## src/rtl/mem_access_pkg.sv

```systemverilog
// mem_access_pkg: shared FSM state encoding, load size codes and strobe helper
package mem_access_pkg;
  typedef enum logic [1:0] {IDLE = 2'd0, REQ = 2'd1, WAIT = 2'd2} state_t;
  localparam logic [1:0] SZ_B = 2'd0;
  localparam logic [1:0] SZ_H = 2'd1;
  localparam logic [1:0] SZ_W = 2'd2;
  function automatic logic [1:0] size_of(input logic [3:0] strb);
    logic [2:0] n;
    n = {2'b0, strb[0]} + {2'b0, strb[1]} + {2'b0, strb[2]} + {2'b0, strb[3]};
    return n == 3'd4 ? SZ_W : n == 3'd2 ? SZ_H : SZ_B;
  endfunction
endpackage

```

## src/rtl/mem_access_load_align.sv

```systemverilog
// load_align: shifts a read beat down to its lowest enabled byte lane and extends it
//   i_rdata  raw bus read data
//   i_strb   byte strobes of the load (lowest set bit = lane, popcount = size)
//   i_signed sign-extend when high, zero-extend when low
//   o_data   aligned 32-bit load result
module load_align
  import mem_access_pkg::*;
(
  input  logic [31:0] i_rdata,
  input  logic [3:0]  i_strb,
  input  logic        i_signed,
  output logic [31:0] o_data
);
  logic [1:0]  w_lane;
  logic [1:0]  w_size;
  logic [31:0] w_sh;
  always_comb begin
    w_lane = i_strb[0] ? 2'd0 : i_strb[1] ? 2'd1 : i_strb[2] ? 2'd2 : i_strb[3] ? 2'd3 : 2'd0;
    w_size = size_of(i_strb);
    w_sh   = i_rdata >> {w_lane, 3'b000};
    o_data = w_size == SZ_W ? w_sh :
             w_size == SZ_H ? {{16{i_signed & w_sh[15]}}, w_sh[15:0]} :
                              {{24{i_signed & w_sh[7]}}, w_sh[7:0]};
  end
endmodule

```

## src/rtl/mem_access.sv

```systemverilog
// mem_access: memory stage issuing load/store bus requests and producing register writeback
//   i_clk/i_rst_n           clock, async active-low reset
//   i_reg_w_*               ALU writeback request (rd=0 means none)
//   i_mem_r_*/i_mem_w_*     load/store requests from execute
//   o_stall                 hold execute and upstream stages
//   o_mem_req_*/i_mem_req_ready  bus request channel
//   i_mem_resp_*            single-beat read response, always accepted
//   o_wb_rd/o_wb_data       registered register-file write / forwarding port B
module mem_access
  import mem_access_pkg::*;
(
  input  logic        i_clk,
  input  logic        i_rst_n,
  input  logic [4:0]  i_reg_w_rd,
  input  logic [31:0] i_reg_w_data,
  input  logic        i_mem_r_valid,
  input  logic [4:0]  i_mem_r_rd,
  input  logic [31:0] i_mem_r_addr,
  input  logic [3:0]  i_mem_r_strb,
  input  logic        i_mem_r_signed,
  input  logic        i_mem_w_valid,
  input  logic [31:0] i_mem_w_addr,
  input  logic [3:0]  i_mem_w_strb,
  input  logic [31:0] i_mem_w_data,
  output logic        o_stall,
  output logic        o_mem_req_valid,
  output logic        o_mem_req_we,
  output logic [31:0] o_mem_req_addr,
  output logic [3:0]  o_mem_req_strb,
  output logic [31:0] o_mem_req_wdata,
  input  logic        i_mem_req_ready,
  input  logic        i_mem_resp_valid,
  input  logic [31:0] i_mem_resp_rdata,
  output logic [4:0]  o_wb_rd,
  output logic [31:0] o_wb_data
);
  state_t      r_state;
  logic        r_mem_req_valid;
  logic        r_mem_req_we;
  logic [31:0] r_mem_req_addr;
  logic [3:0]  r_mem_req_strb;
  logic [31:0] r_mem_req_wdata;
  logic [4:0]  r_ld_rd;
  logic        r_ld_signed;
  logic        r_pend;
  logic [4:0]  r_pend_rd;
  logic [31:0] r_pend_data;
  logic [4:0]  r_wb_rd;
  logic [31:0] r_wb_data;
  logic        w_mem;
  logic        w_stall;
  logic        w_ld_done;
  logic        w_direct;
  logic [31:0] w_alu_data;
  logic [31:0] w_ld_data;
  logic [4:0]  w_wb_rd;
  logic [31:0] w_wb_data;
  load_align u_align (
    .i_rdata  (i_mem_resp_rdata),
    .i_strb   (r_mem_req_strb),
    .i_signed (r_ld_signed),
    .o_data   (w_ld_data)
  );
  // An ALU op captured on a completion edge cannot write back on that edge, so it
  // is parked in r_pend and written on the following edge; an ALU op arriving
  // while r_pend is occupied takes its place, and a bubble or mem op drains it.
  always_comb begin
    w_mem      = i_mem_r_valid | i_mem_w_valid;
    w_stall    = (r_state == REQ && !(i_mem_req_ready && r_mem_req_we)) ||
                 (r_state == WAIT && !i_mem_resp_valid);
    w_ld_done  = r_state == WAIT && i_mem_resp_valid;
    w_direct   = r_state == IDLE && !r_pend;
    w_alu_data = i_reg_w_rd != 5'd0 ? i_reg_w_data : 32'd0;
    w_wb_rd    = w_ld_done ? r_ld_rd :
                 (r_state == IDLE && r_pend) ? r_pend_rd :
                 (w_direct && !w_mem) ? i_reg_w_rd : 5'd0;
    w_wb_data  = w_ld_done ? (r_ld_rd != 5'd0 ? w_ld_data : 32'd0) :
                 (r_state == IDLE && r_pend) ? r_pend_data :
                 (w_direct && !w_mem) ? w_alu_data : 32'd0;
  end
  always_ff @(posedge i_clk or negedge i_rst_n) begin
    if (!i_rst_n) begin
      r_state         <= IDLE;
      r_mem_req_valid <= 1'b0;
      r_mem_req_we    <= 1'b0;
      r_mem_req_addr  <= 32'd0;
      r_mem_req_strb  <= 4'd0;
      r_mem_req_wdata <= 32'd0;
      r_ld_rd         <= 5'd0;
      r_ld_signed     <= 1'b0;
      r_pend          <= 1'b0;
      r_pend_rd       <= 5'd0;
      r_pend_data     <= 32'd0;
      r_wb_rd         <= 5'd0;
      r_wb_data       <= 32'd0;
    end else if (w_stall) begin
      r_wb_rd   <= 5'd0;
      r_wb_data <= 32'd0;
      if (r_state == REQ && i_mem_req_ready) begin
        r_state         <= WAIT;
        r_mem_req_valid <= 1'b0;
      end
    end else begin
      r_state         <= w_mem ? REQ : IDLE;
      r_mem_req_valid <= w_mem;
      r_wb_rd         <= w_wb_rd;
      r_wb_data       <= w_wb_data;
      r_pend          <= !w_mem && !w_direct && i_reg_w_rd != 5'd0;
      r_pend_rd       <= i_reg_w_rd;
      r_pend_data     <= w_alu_data;
      if (w_mem) begin
        r_mem_req_we    <= !i_mem_r_valid;
        r_mem_req_addr  <= i_mem_r_valid ? i_mem_r_addr : i_mem_w_addr;
        r_mem_req_strb  <= i_mem_r_valid ? i_mem_r_strb : i_mem_w_strb;
        r_mem_req_wdata <= i_mem_r_valid ? 32'd0 : i_mem_w_data;
        r_ld_rd         <= i_mem_r_valid ? i_mem_r_rd : 5'd0;
        r_ld_signed     <= i_mem_r_valid && i_mem_r_signed;
      end
    end
  end
  assign o_stall         = w_stall;
  assign o_mem_req_valid = r_mem_req_valid;
  assign o_mem_req_we    = r_mem_req_we;
  assign o_mem_req_addr  = r_mem_req_addr;
  assign o_mem_req_strb  = r_mem_req_strb;
  assign o_mem_req_wdata = r_mem_req_wdata;
  assign o_wb_rd         = r_wb_rd;
  assign o_wb_data       = r_wb_data;
endmodule
```

## config.mk

```make
export PLATFORM = sky130hd
export DESIGN_NAME = mem_access
export DESIGN_NICKNAME = d
export VERILOG_FILES = /design/src/rtl/mem_access_pkg.sv /design/src/rtl/mem_access_load_align.sv /design/src/rtl/mem_access.sv
export SDC_FILE = /design/constraint.sdc
export NUM_CORES = 1
export LEC_CHECK = 0
export BUFFER_PORTS_ARGS = -buffer_cell sky130_fd_sc_hd__buf_2
export CELL_PAD_IN_SITES_DETAIL_PLACEMENT = 1
export CELL_PAD_IN_SITES_GLOBAL_PLACEMENT = 1
export CORE_MARGIN = 4
export CORE_UTILIZATION = 35
export CTS_CLUSTER_DIAMETER = 200
export DETAILED_ROUTE_END_ITERATION = 8
export PLACE_DENSITY_LB_ADDON = 0.08
export SLEW_MARGIN = 0
export SYNTH_ARGS = -nofsm -noshare
export SYNTH_HDL_FRONTEND = slang
export SYNTH_SLANG_ARGS = --single-unit
```

## constraint.sdc

```tcl
create_clock -name i_clk -period 3 [get_ports i_clk]
set_clock_uncertainty 0.15 [all_clocks]
set_input_delay 0.15 -clock i_clk [delete_from_list [all_inputs] [get_ports i_clk]]
set_output_delay 0.15 -clock i_clk [all_outputs]
set_load 0.02 [all_outputs]
```

; ---- Word-level counts from Yosys, hierarchy flattened
; Cells that the tools add are included.
[totals]
out_inout_bits = 108
input_bits = 185
ff_bits = 153
[op_classes]
n_bitwise = 4
add_sub_neg = 3
reduce_logical = 22
shift = 1
mux = 27
eq_ne = 7
[op_table]
columns = cell, n
row1 = 32-bit 2-to-1 mux, 10
row2 = 32-bit by 5-bit right shift with 32-bit output, 1
row3 = 5-bit 2-to-1 mux, 5
row4 = 2-bit 2-to-1 mux, 7
row5 = 1-bit logical AND, 11
row6 = 5-bit nonzero test, 2
row7 = 3-bit by 1-bit adder with 3-bit output, 2
row8 = 1-bit logical NOT, 6
row9 = 2-bit by 1-bit == test with 1-bit output (second input constant), 2
row10 = 2-bit == test (second input constant), 2
row11 = 1-bit 2-to-1 mux, 4
row12 = 4-bit 2-to-1 mux, 1
row13 = 3-bit by 2-bit == test with 1-bit output (second input constant), 1
row14 = 3-bit == test (second input constant), 1
row15 = 1-bit by 1-bit adder with 2-bit output, 1
row16 = 1-bit bitwise AND, 2
row17 = 2-bit logical NOT, 1
row18 = 2-bit by 1-bit inequality test with 1-bit output (second input constant), 1
row19 = 2-bit AND reduction, 1
row20 = 1-bit logical OR, 1
row21 = 1-bit inverter, 1
row22 = 1-bit bitwise OR, 1

; ---- Longest topological paths before layout
; Gate-level depths: netlist of run 1.
[depth]
word_depth = 12
mapped_depth = 9

; ---- Cells and area by module
; From an unflattened synthesis of run 1, not the netlist that was laid out.
[unflattened]
cells_unflattened = 897
area_unflattened_um2 = 9367.7
[by_module_without_submodules]
columns = module, area_per_inst_um2, n_inst, cells_per_inst, seq_area_each_um2
row1 = mem_access, 8473.1, 1, 782, 3803.6
row2 = load_align, 894.6, 1, 115, 0.0

; ---- Least setup slack after synthesis of run 1
; No wires, ideal clock.
[synth_path]
kind = register -> register
from = register r_mem_req_strb[1], in the netlist o_mem_req_strb[1]
to = register r_wb_data[19], in the netlist o_wb_data[19]
stages_incl_launch_ff = 10
period_less_slack_ns = 2.781
slack_ns = 0.219
t_arrival_ns = 2.539
t_required_ns = 2.758
path_buffers = 2
cell_sequence = dfrtp_1 ha_1 fa_1 ha_1 xor2_1 nand2b_1 clkbuf_1 o22a_4 buf_8 o31ai_2
[synth_via]
elab_chain_len = 12
word_cells_on_any_way = 19
classes_between = add/sub (3) / eq/ne (4) / shift (1) / mux (9) / bitwise (2)
[synth_rtl]
columns = item, line_no
row1 = "start, declared", mem_access.sv:41  ; logic [3:0] r_mem_req_strb;
row2 = "start signal, assigned", mem_access.sv:114  ; r_mem_req_strb <= i_mem_r_valid ? i_mem_r_strb : i_mem_w_strb;
row3 = 1-bit by 1-bit adder with 2-bit output, mem_access_pkg.sv:9  ; n = {2'b0, strb[0]} + {2'b0, strb[1]} + {2'b0, strb[2]} + {2'b0, strb[3]};
row4 = 3-bit by 1-bit adder with 3-bit output (2 in series), mem_access_pkg.sv:9
row5 = 3-bit by 2-bit == test with 1-bit output, mem_access_pkg.sv:10  ; return n == 3'd4 ? SZ_W : n == 3'd2 ? SZ_H : SZ_B;
row6 = 1-bit 2-to-1 mux, mem_access_pkg.sv:10
row7 = 2-bit 2-to-1 mux, mem_access_pkg.sv:10
row8 = 2-bit by 1-bit == test with 1-bit output, mem_access_load_align.sv:22  ; w_size == SZ_H ? {{16{i_signed & w_sh[15]}}, w_sh[15:0]} :
row9 = 32-bit 2-to-1 mux, mem_access_load_align.sv:22
row10 = 32-bit 2-to-1 mux *, mem_access_load_align.sv:21  ; o_data = w_size == SZ_W ? w_sh :
row11 = 32-bit 2-to-1 mux * (2 in series), mem_access.sv:77  ; w_wb_data = w_ld_done ? (r_ld_rd != 5'd0 ? w_ld_data : 32'd0) :
row12 = 32-bit 2-to-1 mux *, mem_access.sv:96  ; end else if (w_stall) begin
row13 = "end signal, assigned", mem_access.sv:107  ; r_wb_data <= w_wb_data;
row14 = "end, declared", mem_access.sv:49  ; logic [31:0] r_wb_data;
; Every way passes the cells marked *; elsewhere a longest branch is shown, timed or not.
; A chain may end at the register's enable or synchronous reset.

; ---- Worst setup path after layout of run 1
[layout_path]
from = register r_mem_req_strb[0], in the netlist o_mem_req_strb[0]
to = register r_wb_data[22], in the netlist o_wb_data[22]
; Same word-level chain as after synthesis.

==> results of run 1 <==
## final timing paths
kind / end / slack (ns)
setup / recovery: o_wb_data[22] / 0.30
hold / removal: r_pend_data[1] / 0.1
setup reg to reg: o_wb_data[22] / 0.30
hold reg to reg: o_mem_req_wdata[20] / 0.31
max in group asynchronous: o_mem_req_wdata[29] / 1.79
min in group i_clk: o_wb_data[15] / 0.10
## per-stage QoR
stage / power (mW) / cell area, sq um / instances / hold slack [ns]
finish: 11.00 / 11150 / 1394 / 0.09591
global route: 11.65 / 11150 / 1394 / 0.1145
CTS: 10.91 / 11150 / 1392 / 0.06932
detailed placement: 8.498 / 8743 / 1179 / 0.002574
global placement: 8.293 / 8743 / 1179 / 0.0005668
floorplan: 6.682 / 7014 / 658 / -0.2956
## sequential cells by signal (all words and copies together), names as in the netlist
name             cells
r_pend               1
o_wb_data           32
o_mem_req_we         1
o_mem_req_wdata     32
r_pend_data         32
o_mem_req_strb       4
r_ld_signed          1
r_state              2
r_pend_rd            5
o_mem_req_addr      32
r_ld_rd              5
o_wb_rd              5
## per-layer routing
| layer | vias up | global-route usage [%] |
|---|---|---|
| met4 | 0 | 10.21 |
| met2 | 297 | 48.26 |
| met1 | 3645 | 30.94 |
| li1 | 3296 | - |
| met3 | 60 | 7.541 |
| met5 | - | 0 |
## final cells by class
type / count / area (sq um)
Sequential cell: 152 / 3804
Tap cell: 265 / 331.6
Antenna cell: 2 / 5.005
Fill cell: 2187 / 8436
Inverter: 6 / 22.52
Multi-Input combinational cell: 448 / 2960
Clock inverter: 6 / 88.84
Clock buffer: 25 / 495.5
Timing Repair Buffer: 490 / 3447
## cells in the final DEF, fill, tap and decap left out, drive strengths merged, types with 7 or more instances in the layout
cell | netlist | layout
a211oi | 7 | 7
a21oi | 10 | 10
a221oi | 9 | 9
a22o | 39 | 39
a22oi | 39 | 39
a31o | 7 | 7
a32oi | 8 | 8
buf | 20 | 308
clkbuf | 32 | 25
dfrtp | 152 | 152
dlygate4sd3 | 0 | 182
inv | 6 | 7
mux2i | 36 | 36
nand2 | 135 | 135
nand3b | 33 | 33
nor2 | 22 | 22
o21ai | 47 | 47
o31ai | 16 | 16
## cells by family after synthesis
group                      share of synthesized area (%)
DFF                                                54.23
muxes                                              5.940
AOI/OAI and AO/OA                                  21.19
buffers and inverters                              3.835
adders and majority gates                         0.6421
and+or+nand+nor                                    14.04
xor gates and xnor gates                          0.1249
## worst register-to-register path, stage by stage (launching register included)
cell      delay [ns]
dfrtp_1         0.39
ha_1            0.31
fa_1            0.38
ha_1            0.35
nor2_1          0.14
nand2_1         0.34
a221oi_1        0.41
o31ai_2         0.10
## power groups by stage
| stage | clock network (mW) | registers, mW | logic, mW |
|---|---|---|---|
| 3_3_place_gp | 0 | 3.49 | 4.81 |
| 5_1_grt | 2.28 | 3.65 | 5.71 |
| 4_1_cts | 2.21 | 3.51 | 5.20 |
| 2_1_floorplan | 0 | 4.23 | 2.45 |
| 3_5_place_dp | 0 | 3.53 | 4.97 |
| 6_report | 2.16 | 3.56 | 5.28 |
## timing repair
action,in CTS,in global routing
gates resized for setup,0,0
hold buffers,182,0
endpoints found under the hold margin,203,0
==> summary.md, run 1 <==
| Metric | Value |
|---|---|
| Met2 WL post-DR | `between 15000 and 20000 um` |
| Detail Route Antenna Nets | `0` |
| DRT iter0 DRCs | `348` |
| Max clock buf depth | `2` |
| Hold Vio Cnt, Final | `0` |
| Max frequency | `0.3705 GHz` |
| Post-Synthesis Cells | `658` |
| Post-layout util | `a little under three fifths` |
| NumNets Final | `1303` |
| Synth area leader | `dfrtp_1` |
| Clock share of power | `19.6%` |
| CTS buffer count | `17` |
| Ys Warns | `0` |
| Comb pwr share | `between 40% and 50%` |
| Most used DFF post-synth | `dfrtp_1` |
| Postcts setup bufs | `0` |
| Worst setup path class | `flop to flop` |
| Die Y | `149.6 um` |
| Max VDD drop | `0.4438 mV` |
| Setup violations, final | `0` |
| Status | `finished clean` |
| Buf/Inv on CP | `0` |
| I/O Buffers | `a little under 300` |
| Antenna violations before repair | `2` |
| Crit-path max cell delay | `between 0.4 and 0.5 ns` |
| First-pass GRT wire length | `between 40000 and 50000 um` |
| Max-Cap Viols | `0` |
| NetSw | `4.845 mW` |
| GPL Wtd Cong | `0.8170` |
| Pre-CTS WS | `0.3583 ns` |
| Post-synthesis sequential area ratio | `54.23%` |
| Die ar. | `22370 sq um` |
| Static Leakage | `5.602 nW` |
| Crit-path cells | `ha_1 > fa_1 > ha_1 > nor2_1 > nand2_1 > a221oi_1 > o31ai_2` |
| Critical Path End Type | `flop` |
| Vias in the first global route | `8361` |
| Clock insertion delay at the later pin of the skew report | `0.43 ns` |
| CORE AREA | `approximately 20000 sq um` |
| Routed vias/inst | `5.235` |
| Total gr overflow | `0` |
| R2R Path Start | `o_mem_req_strb[0]` |
| Starting Density | `35.81%` |
| Library cells used by synthesis | `47` |
| CP required | `~3.2 ns` |
| Post-Syn Area | `about 7000 sq um` |
| DR WL/cell | `21.73 um` |
| Largest net degree at the start of global routing | `72` |
| Critical path peak fanout | `16` |
| Cell family with most CP delay | `adder cells` |
| CTS tree | `done` |
| Most frequent CP cell | `ha_1` |
| Cell-internal power | `6.154 mW` |
| Worst setup path startpoint | `o_mem_req_strb[0]` |
| I/O pin cnt | `293` |
| Worst path slowest cell | `a221oi_1` |
| Relative slew slack | `44.67%` |
| Seq pwr share | `32.3%` |
| # H-tree levels | `4` |
| Final setup TNS | `0 ns` |
| Synth top area share | `54.23%` |
| DRC viols | `0` |
| Power per cell area | `986.1 nW/um^2` |
| Final WS setup | `0.3012 ns` |
| Top routing layer in use | `met4` |
| # rows | `51` |
| Mean Syn Cell Area | `10.66 sq um` |
| Top cells by count, synth | `dfrtp_1, nand2_1, a22o_1, a22oi_1, mux2i_1` |
| Crit start category | `flop` |
| DIE WIDTH | `149.6 um` |
| Final min period | `2.699 ns` |
| CTS Root Buffer Type | `clkbuf_16` |
| Fin crit share | `89.96%` |
| Slew Limit Fails | `0` |
| Total number of vias | `7298` |
| Total Routed Length | `30290 um` |
| Async SR Flop Fraction | `between 90% and 100%` |
| Post-synth EDFFs | `0` |
| Synth Register Bits | `152` |
| Critical Path Stages | `7` |
| Drt pass-1 iters | `5` |
| WL met3 | `2320 um` |
| CTS sink cnt | `152` |
| Reg clk slew, reported paths | `0.06 ns` |
| Crit path DAT | `2.85 ns` |
| RSZ-0062 raised after global routing | `false` |
| R2R cell count | `7` |
| Post-Route M1 WL | `11400 um` |
| Synth top area cells | `dfrtp_1, nand2_1, mux2i_1` |
| Post-synthesis net count | `846` |
| DPL Wire Length | `18690 um` |
| Worst hold path class | `primary input to asynchronous set/reset pin` |
| Most frequent cell after synthesis | `dfrtp_1` |
| Least-Margin Pin Slew | `roughly 0.82 ns` |
| Synthesis-to-layout area growth | `59.03%` |
| GR Util All Layers | `27.09%` |
| Switching share of total power | `44.05%` |
| Share of cells above drive strength 1 | `33.19%` |
No activity file was read; power rests on OpenSTA's default activity.
==> run 2: changes to the inputs <==
BUFFER_PORTS_ARGS = -buffer_cell sky130_fd_sc_hd__buf_4   (was -buffer_cell sky130_fd_sc_hd__buf_2)
SYNTH_HIERARCHICAL = 1   (was default)
==> run 2 against run 1 <==
Cell area up 25%. Global-route usage is 3.6 points lower. Non-clock buffer count decreased by 15. Routed wire length increased by 15%. Largest cell class is now multi-input combinational cells.
==> summary.md, run 2 <==
| Metric | Value |
|---|---|
| I/O Buffers | `292` |
| Post-synthesis net count | `1085` |
| GPL Wtd Cong | `a little under 0.9` |
| Max frequency | `between 0.3 and 0.4 GHz` |
| Critical Path End Type | `flop` |
| Synth top area share | `roughly two fifths` |
| CTS sink cnt | `152` |
| Slew Limit Fails | `0` |
| Seq pwr share | `28.0%` |
| Drt pass-1 iters | `5` |
| Min-Delay Path Depth | `5` |
| Async SR Flop Fraction | `100.0%` |
| Synthesis-to-layout area growth | `48.67%` |
| Worst hold path class | `primary input to flop` |
| Reg clk slew, reported paths | `0.07 ns` |
| Total Routed Length | `roughly 35000 um` |
| GR Util All Layers | `between 20% and 30%` |
| Crit start category | `flop` |
| Share of cells above drive strength 1 | `39.71%` |
| Area occupied by multi-input gates | `roughly 5000 sq um` |
| RSZ-0062 raised after global routing | `false` |
| Mean Syn Cell Area | `10.44 sq um` |
| Clock share of power | `between 10% and 20%` |
| Final min period | `2.901 ns` |
| DR WL/cell | `21.18 um` |
| Synth area leader | `dfrtp_1` |
| Total gr overflow | `0` |
| Relative slew slack | `34.22%` |
| NetSw | `5.677 mW` |
| Total number of vias | `between 8k and 9k` |
| First-pass GRT wire length | `about 55000 um` |
| CORE AREA | `26210 sq um` |
| Max VDD drop | `about 0.50 mV` |
| DIE WIDTH | `171.6 um` |
| Largest net degree at the start of global routing | `68` |
| Most frequent cells in the layout | `buf_4, dlygate4sd3_1, dfrtp_1` |
| Post-synth EDFFs | `0` |
| CTS tree | `done` |
| Post-layout util | `53.14%` |
| Most common cell after layout, fill and taps aside | `buf_4` |
| Critical path peak fanout | `6` |
| R2R cell count | `10` |
| Die ar. | `29450 sq um` |
| Final WS setup | `a little under 0.1 ns` |
| Power per cell area | `937.7 nW/um^2` |
| NumNets Final | `1482` |
| DRC viols | `0` |
| Most used DFF post-synth | `dfrtp_1` |
| Max clock buf depth | `2` |
| Synth top area cells | `dfrtp_1, mux2_2, mux2i_1` |
| Max-Cap Viols | `0` |
| DRT iter0 DRCs | `525` |
| Post-Syn Area | `between 9000 and 10000 sq um` |
| Static Leakage | `6.321 nW` |
| Most frequent cell after synthesis | `dfrtp_1` |
| Pre-CTS WS | `0.01086 ns` |
| Cell-internal power | `7.382 mW` |
| Fin crit share | `96.71%` |
| Post-synthesis sequential area ratio | `40.60%` |
| Synth Register Bits | `152` |
| Placed cell areas | `11830 sq um` |
| I/O pin cnt | `293` |
| CP required | `between 3 and 4 ns` |
| Worst setup path class | `flop to flop` |
| Comb pwr share | `55.4%` |
| Switching share of total power | `43.47%` |
| Starting Density | `35.75%` |
| # H-tree levels | `4` |
| Post-Synthesis Cells | `897` |
| Least-Margin Pin Slew | `~1 ns` |
| Post-route cell area | `around 14000 sq um` |
| Antenna violations before repair | `1` |
| Fill count | `2846` |
| Status | `finished clean` |
| Vias in the first global route | `9507` |
| Worst hold slack | `0.02800 ns` |
| Crit path DAT | `3.06 ns` |
| Hold Vio Cnt, Final | `0` |
| Routed vias/inst | `roughly 5.3` |
| Final setup TNS | `0 ns` |
| Postcts setup bufs | `0` |
| Library cells used by synthesis | `between 50 and 60` |
| Top cells by count, synth | `dfrtp_1, mux2_2, inv_1, clkbuf_1, o211ai_1` |
| CTS Root Buffer Type | `clkbuf_16` |
| Clock insertion delay at the later pin of the skew report | `0.43 ns` |
| CTS buffer count | `17` |
| Die Y | `about 170 um` |
| # rows | `just under 60` |
| Seq. cell area | `3807 sq um` |
| DPL Wire Length | `~23000 um` |
| Ys Warns | `6` |
| Detail Route Antenna Nets | `0` |
| Setup violations, final | `0` |
## run 2: changes by cell type in the layout (fill, tap and decap cells not counted), sizes merged, moves of 33 or more
cell,previous run,this run
nand2,135,36
dlygate4sd3,182,149
inv,7,74
mux2,5,84
o211ai,0,74
a22oi,39,2
a22o,39,0
## run 2: worst paths after layout
check	startpoint	endpoint	slack, ns
setup / recovery	o_mem_req_strb[0]	o_wb_data[11]	0.1
hold / removal	i_mem_resp_rdata[31]	o_wb_data[31]	0.03
setup reg to reg	o_mem_req_strb[0]	o_wb_data[11]	0.1
hold reg to reg	r_pend_rd[3]	r_pend_rd[3]	0.34
max in group asynchronous	i_rst_n	o_mem_req_strb[1]	1.74
min in group asynchronous	i_rst_n	o_mem_req_addr[15]	0.13
## run 2: logic make-up after synthesis
logic type / after synthesis / share of synthesized area [%]
compound gates: 255 / 23.85
flops: 152 / 40.60
fa+ha+maj: 3 / 0.4808
mux: 131 / 15.12
simple gates: 192 / 11.77
buf+inv: 164 / 8.174
## run 2: cell type report
cell class | instances | area share (%)
Clock inverter | 14 | 1.006
Inverter | 67 | 1.806
Sequential cell | 152 | 27.34
Timing Repair Buffer | 475 | 28.76
Clock buffer | 18 | 3.153
Tap cell | 335 | 3.010
Antenna cell | 1 | 0.01797
Multi-Input combinational cell | 581 | 34.91
## run 2: repair_timing
item / in CTS / in global routing
endpoints found under the hold margin: 182 / 0
gates cloned: 0 / 0
resized for setup: 1 / 5
setup endpoints to repair: 3 / 23
hold buffers: 149 / 0
pin swaps: 0 / 3
## run 2: layer usage
| layer | routed length, um | share of wire (%) | vias to the layer above | global-route usage, % |
|---|---|---|---|---|
| li1 | - | - | 4101 | - |
| met1 | 15020 | 43 | 4435 | 30.59 |
| met2 | 17700 | 51 | 206 | 39.80 |
| met3 | 1430 | 4.1 | 38 | 4.895 |
| met4 | 658 | 1.9 | 0 | 6.269 |
| met5 | 0 | 0 | - | 0 |
## run 2: critical path: stages, from the launching register on
cell and delay, ns:
dfrtp_2 0.41, fa_1 0.48, ha_1 0.20, ha_1 0.31, nand2b_4 0.17, a21o_4 0.23
nor2b_2 0.14, buf_4 0.15, a221o_1 0.15, nor2_1 0.06, a2111oi_2 0.34
## run 2: stage by stage
stage / power [mW] / instances
after detailed placement: 10.63 / 1461
final: 13.06 / 1643
after global routing: 13.88 / 1643
after floorplan: 8.162 / 897
after global placement: 10.53 / 1461
after CTS: 13.06 / 1642
## run 2: power groups by stage
stage                     Combinational, mW  Sequential, mW  Clock [mW]
after floorplan                        3.86            4.31           0
after global placement                 6.88            3.65           0
after detailed placement               6.96            3.67           0
after CTS                              7.17            3.65        2.24
after global routing                   7.78            3.78        2.32
final                                  7.24            3.65        2.17
==> run 3: changes to the inputs <==
PLACE_DENSITY_LB_ADDON = 0.12   (was 0.08)
clock period = 3.49 ns   (was 3 ns; I/O delays follow)
==> run 3 against run 2 <==
Worst hold slack improved by 0.033 ns. Flip-flop and latch count unchanged. First-iteration DRC count increased by 5.1%. Setup slack improved by 0.25 ns. Cell count decreased by 0.55%. Largest cell class unchanged. Sequential power decreased by 13%. Utilization decreased by 0.40 points. Via count decreased by 0.48%. Non-clock buffer count decreased by 7. Routed wire length increased by 0.18%. Combinational power decreased by 17%.
==> summary.md, run 3 (synthesis results as in run 2) <==
| Metric | Value |
|---|---|
| First-pass GRT wire length | `54820 um` |
| Total Routed Length | `between 30000 and 40000 um` |
| Crit path DAT | `3.32 ns` |
| Power per cell area | `804.6 nW/um^2` |
| Die ar. | `29450 sq um` |
| Crit start category | `flop` |
| Least-Margin Pin Slew | `1.302 ns` |
| Critical Path End Type | `flop` |
| Hold Vio Cnt, Final | `0` |
| Max VDD drop | `0.4974 mV` |
| CTS buffer count | `17` |
| Most frequent CP cell | `ha_1` |
| Worst hold path class | `primary input to flop` |
| GR Util All Layers | `23.67%` |
| Drt pass-1 iters | `5` |
| Postcts setup bufs | `0` |
| Worst setup path class | `flop to flop` |
| Detail Route Antenna Nets | `0` |
| GPL Wtd Cong | `0.8470` |
| Final setup TNS | `0 ns` |
| Max clock buf depth | `2` |
| Share of cells above drive strength 1 | `roughly 39%` |
| RSZ-0062 raised after global routing | `false` |
| Routed vias/inst | `5.348` |
| Reg clk slew, reported paths | `0.07 ns` |
| DR WL/cell | `21.34 um` |
| Most common cell after layout, fill and taps aside | `buf_4` |
| Vias in the first global route | `9630` |
| Antenna violations before repair | `0` |
| I/O Buffers | `292` |
| Max frequency | `0.3179 GHz` |
| Hold Path Origin | `i_mem_resp_rdata[31]` |
| R2R Path Start | `o_mem_req_strb[3]` |
| Relative slew slack | `12.61%` |
| Post-layout util | `52.75%` |
| CTS Root Buffer Type | `clkbuf_16` |
| CTS tree | `done` |
| FF-to-FF End | `o_wb_data[20]` |
| Static Leakage | `roughly 6.3 nW` |
| Slew Limit Fails | `0` |
| Hold endpoint | `o_wb_data[31]` |
| Total number of vias | `about 9k` |
| CP required | `3.67 ns` |
| DRT iter0 DRCs | `552` |
| Status | `finished clean` |
| CORE AREA | `26210 sq um` |
| # H-tree levels | `4` |
| Crit-path cells | `fa_1 > ha_1 > ha_1 > nand2b_1 > a21o_1 > nand4_4 > o211ai_1 > nor2_1 > a2111oi_2` |
| Clock insertion delay at the later pin of the skew report | `0.44 ns` |
| Fin crit share | `90.12%` |
| Total gr overflow | `0` |
| R2r setup slk | `0.34 ns` |
| CTS sink cnt | `152` |
| Min-Delay Path Depth | `5` |
| DIE WIDTH | `171.6 um` |
| Ant diodes | `0` |
| Critical path peak fanout | `17` |
| DPL Wire Length | `22720 um` |
| Starting Density | `35.75%` |
| Max-Cap Viols | `0` |
| Largest net degree at the start of global routing | `84` |
| Final min period | `around 3.1 ns` |
| NumNets Final | `1475` |
| Setup violations, final | `0` |
| Most frequent cells in the layout | `buf_4, dfrtp_1, dlygate4sd3_1` |
| # rows | `59` |
| I/O pin cnt | `293` |
| Crit-path max cell delay | `0.48 ns` |
| R2R cell count | `9` |
| Die Y | `between 150 and 200 um` |
| DRC viols | `0` |
| Synthesis-to-layout area growth | `47.56%` |
| Worst path slowest cell | `dfrtp_1` |
[run 3: cell count changes in the layout (fill, tap and decap cells not counted), sizes merged]
cell / before / now
buf: 326 / 319
bufinv: 1 / 2
clkbuf: 18 / 17
clkinv: 4 / 0
clkinvlp: 2 / 5
diode: 1 / 0
[run 3: layout make-up]
type,instances,area [sq um]
Clock buffer,17,425.4
Timing Repair Buffer,468,3902
Clock inverter,14,163.9
Inverter,67,251.5
Sequential cell,152,3805
Tap cell,335,419.2
Multi-Input combinational cell,581,4856
Fill cell,2828,12380
[run 3: worst max-delay path by stage]
stage                            startpoint            end  slack (ns)  cells after the start
after floorplan           o_mem_req_strb[1]   o_wb_data[9]        0.47                     10
after global placement    o_mem_req_strb[3]  o_wb_data[16]        0.36                      9
after detailed placement  o_mem_req_strb[3]  o_wb_data[20]        0.26                      9
after CTS                 o_mem_req_strb[3]  o_wb_data[30]        0.24                      9
after global routing      o_mem_req_strb[3]  o_wb_data[30]        0.05                      9
final                     o_mem_req_strb[3]  o_wb_data[20]        0.34                      9
[run 3: routing by layer]
layer  GRT usage (%)  share of wire (%)
met4           6.545                2.1
met3           4.666                4.2
met1           29.96                 42
met2           41.21                 51
met5               0                  0
[run 3: critical path, delay by kind of cell, from the launching register on]
kind / cells / cell delay (ns)
adders and majority gates: 3 / 0.97
DFF: 1 / 0.48
and+or+nand+nor: 3 / 0.60
AOI/OAI and AO/OA: 3 / 0.84
[run 3: power breakdown]
group / switching [mW] / total (mW) / internal (mW)
clock network: 0.849 / 1.92 / 1.07
logic: 3.41 / 6.02 / 2.61
registers: 0.619 / 3.19 / 2.57
[run 3: repair_timing]
| action | CTS | global route |
|---|---|---|
| hold buffers | 149 | 0 |
| resized for setup | 0 | 5 |
| setup endpoints to repair | 0 | 8 |
| hold endpoints to repair | 195 | 0 |
[run 3: through the flow]
stage	hold WS, ns	power (mW)	cells	setup slack (ns)	instance area (sq um)
5_1_grt	0.08603	11.84	1634	0.04655	13820
3_3_place_gp	0.1448	8.887	1454	0.3586	11720
3_5_place_dp	0.1512	9.014	1454	0.2645	11720
2_1_floorplan	-0.2711	7.013	897	0.4681	9368
6_report	0.06069	11.12	1634	0.3448	13820
4_1_cts	0.04925	11.14	1634	0.2447	13800
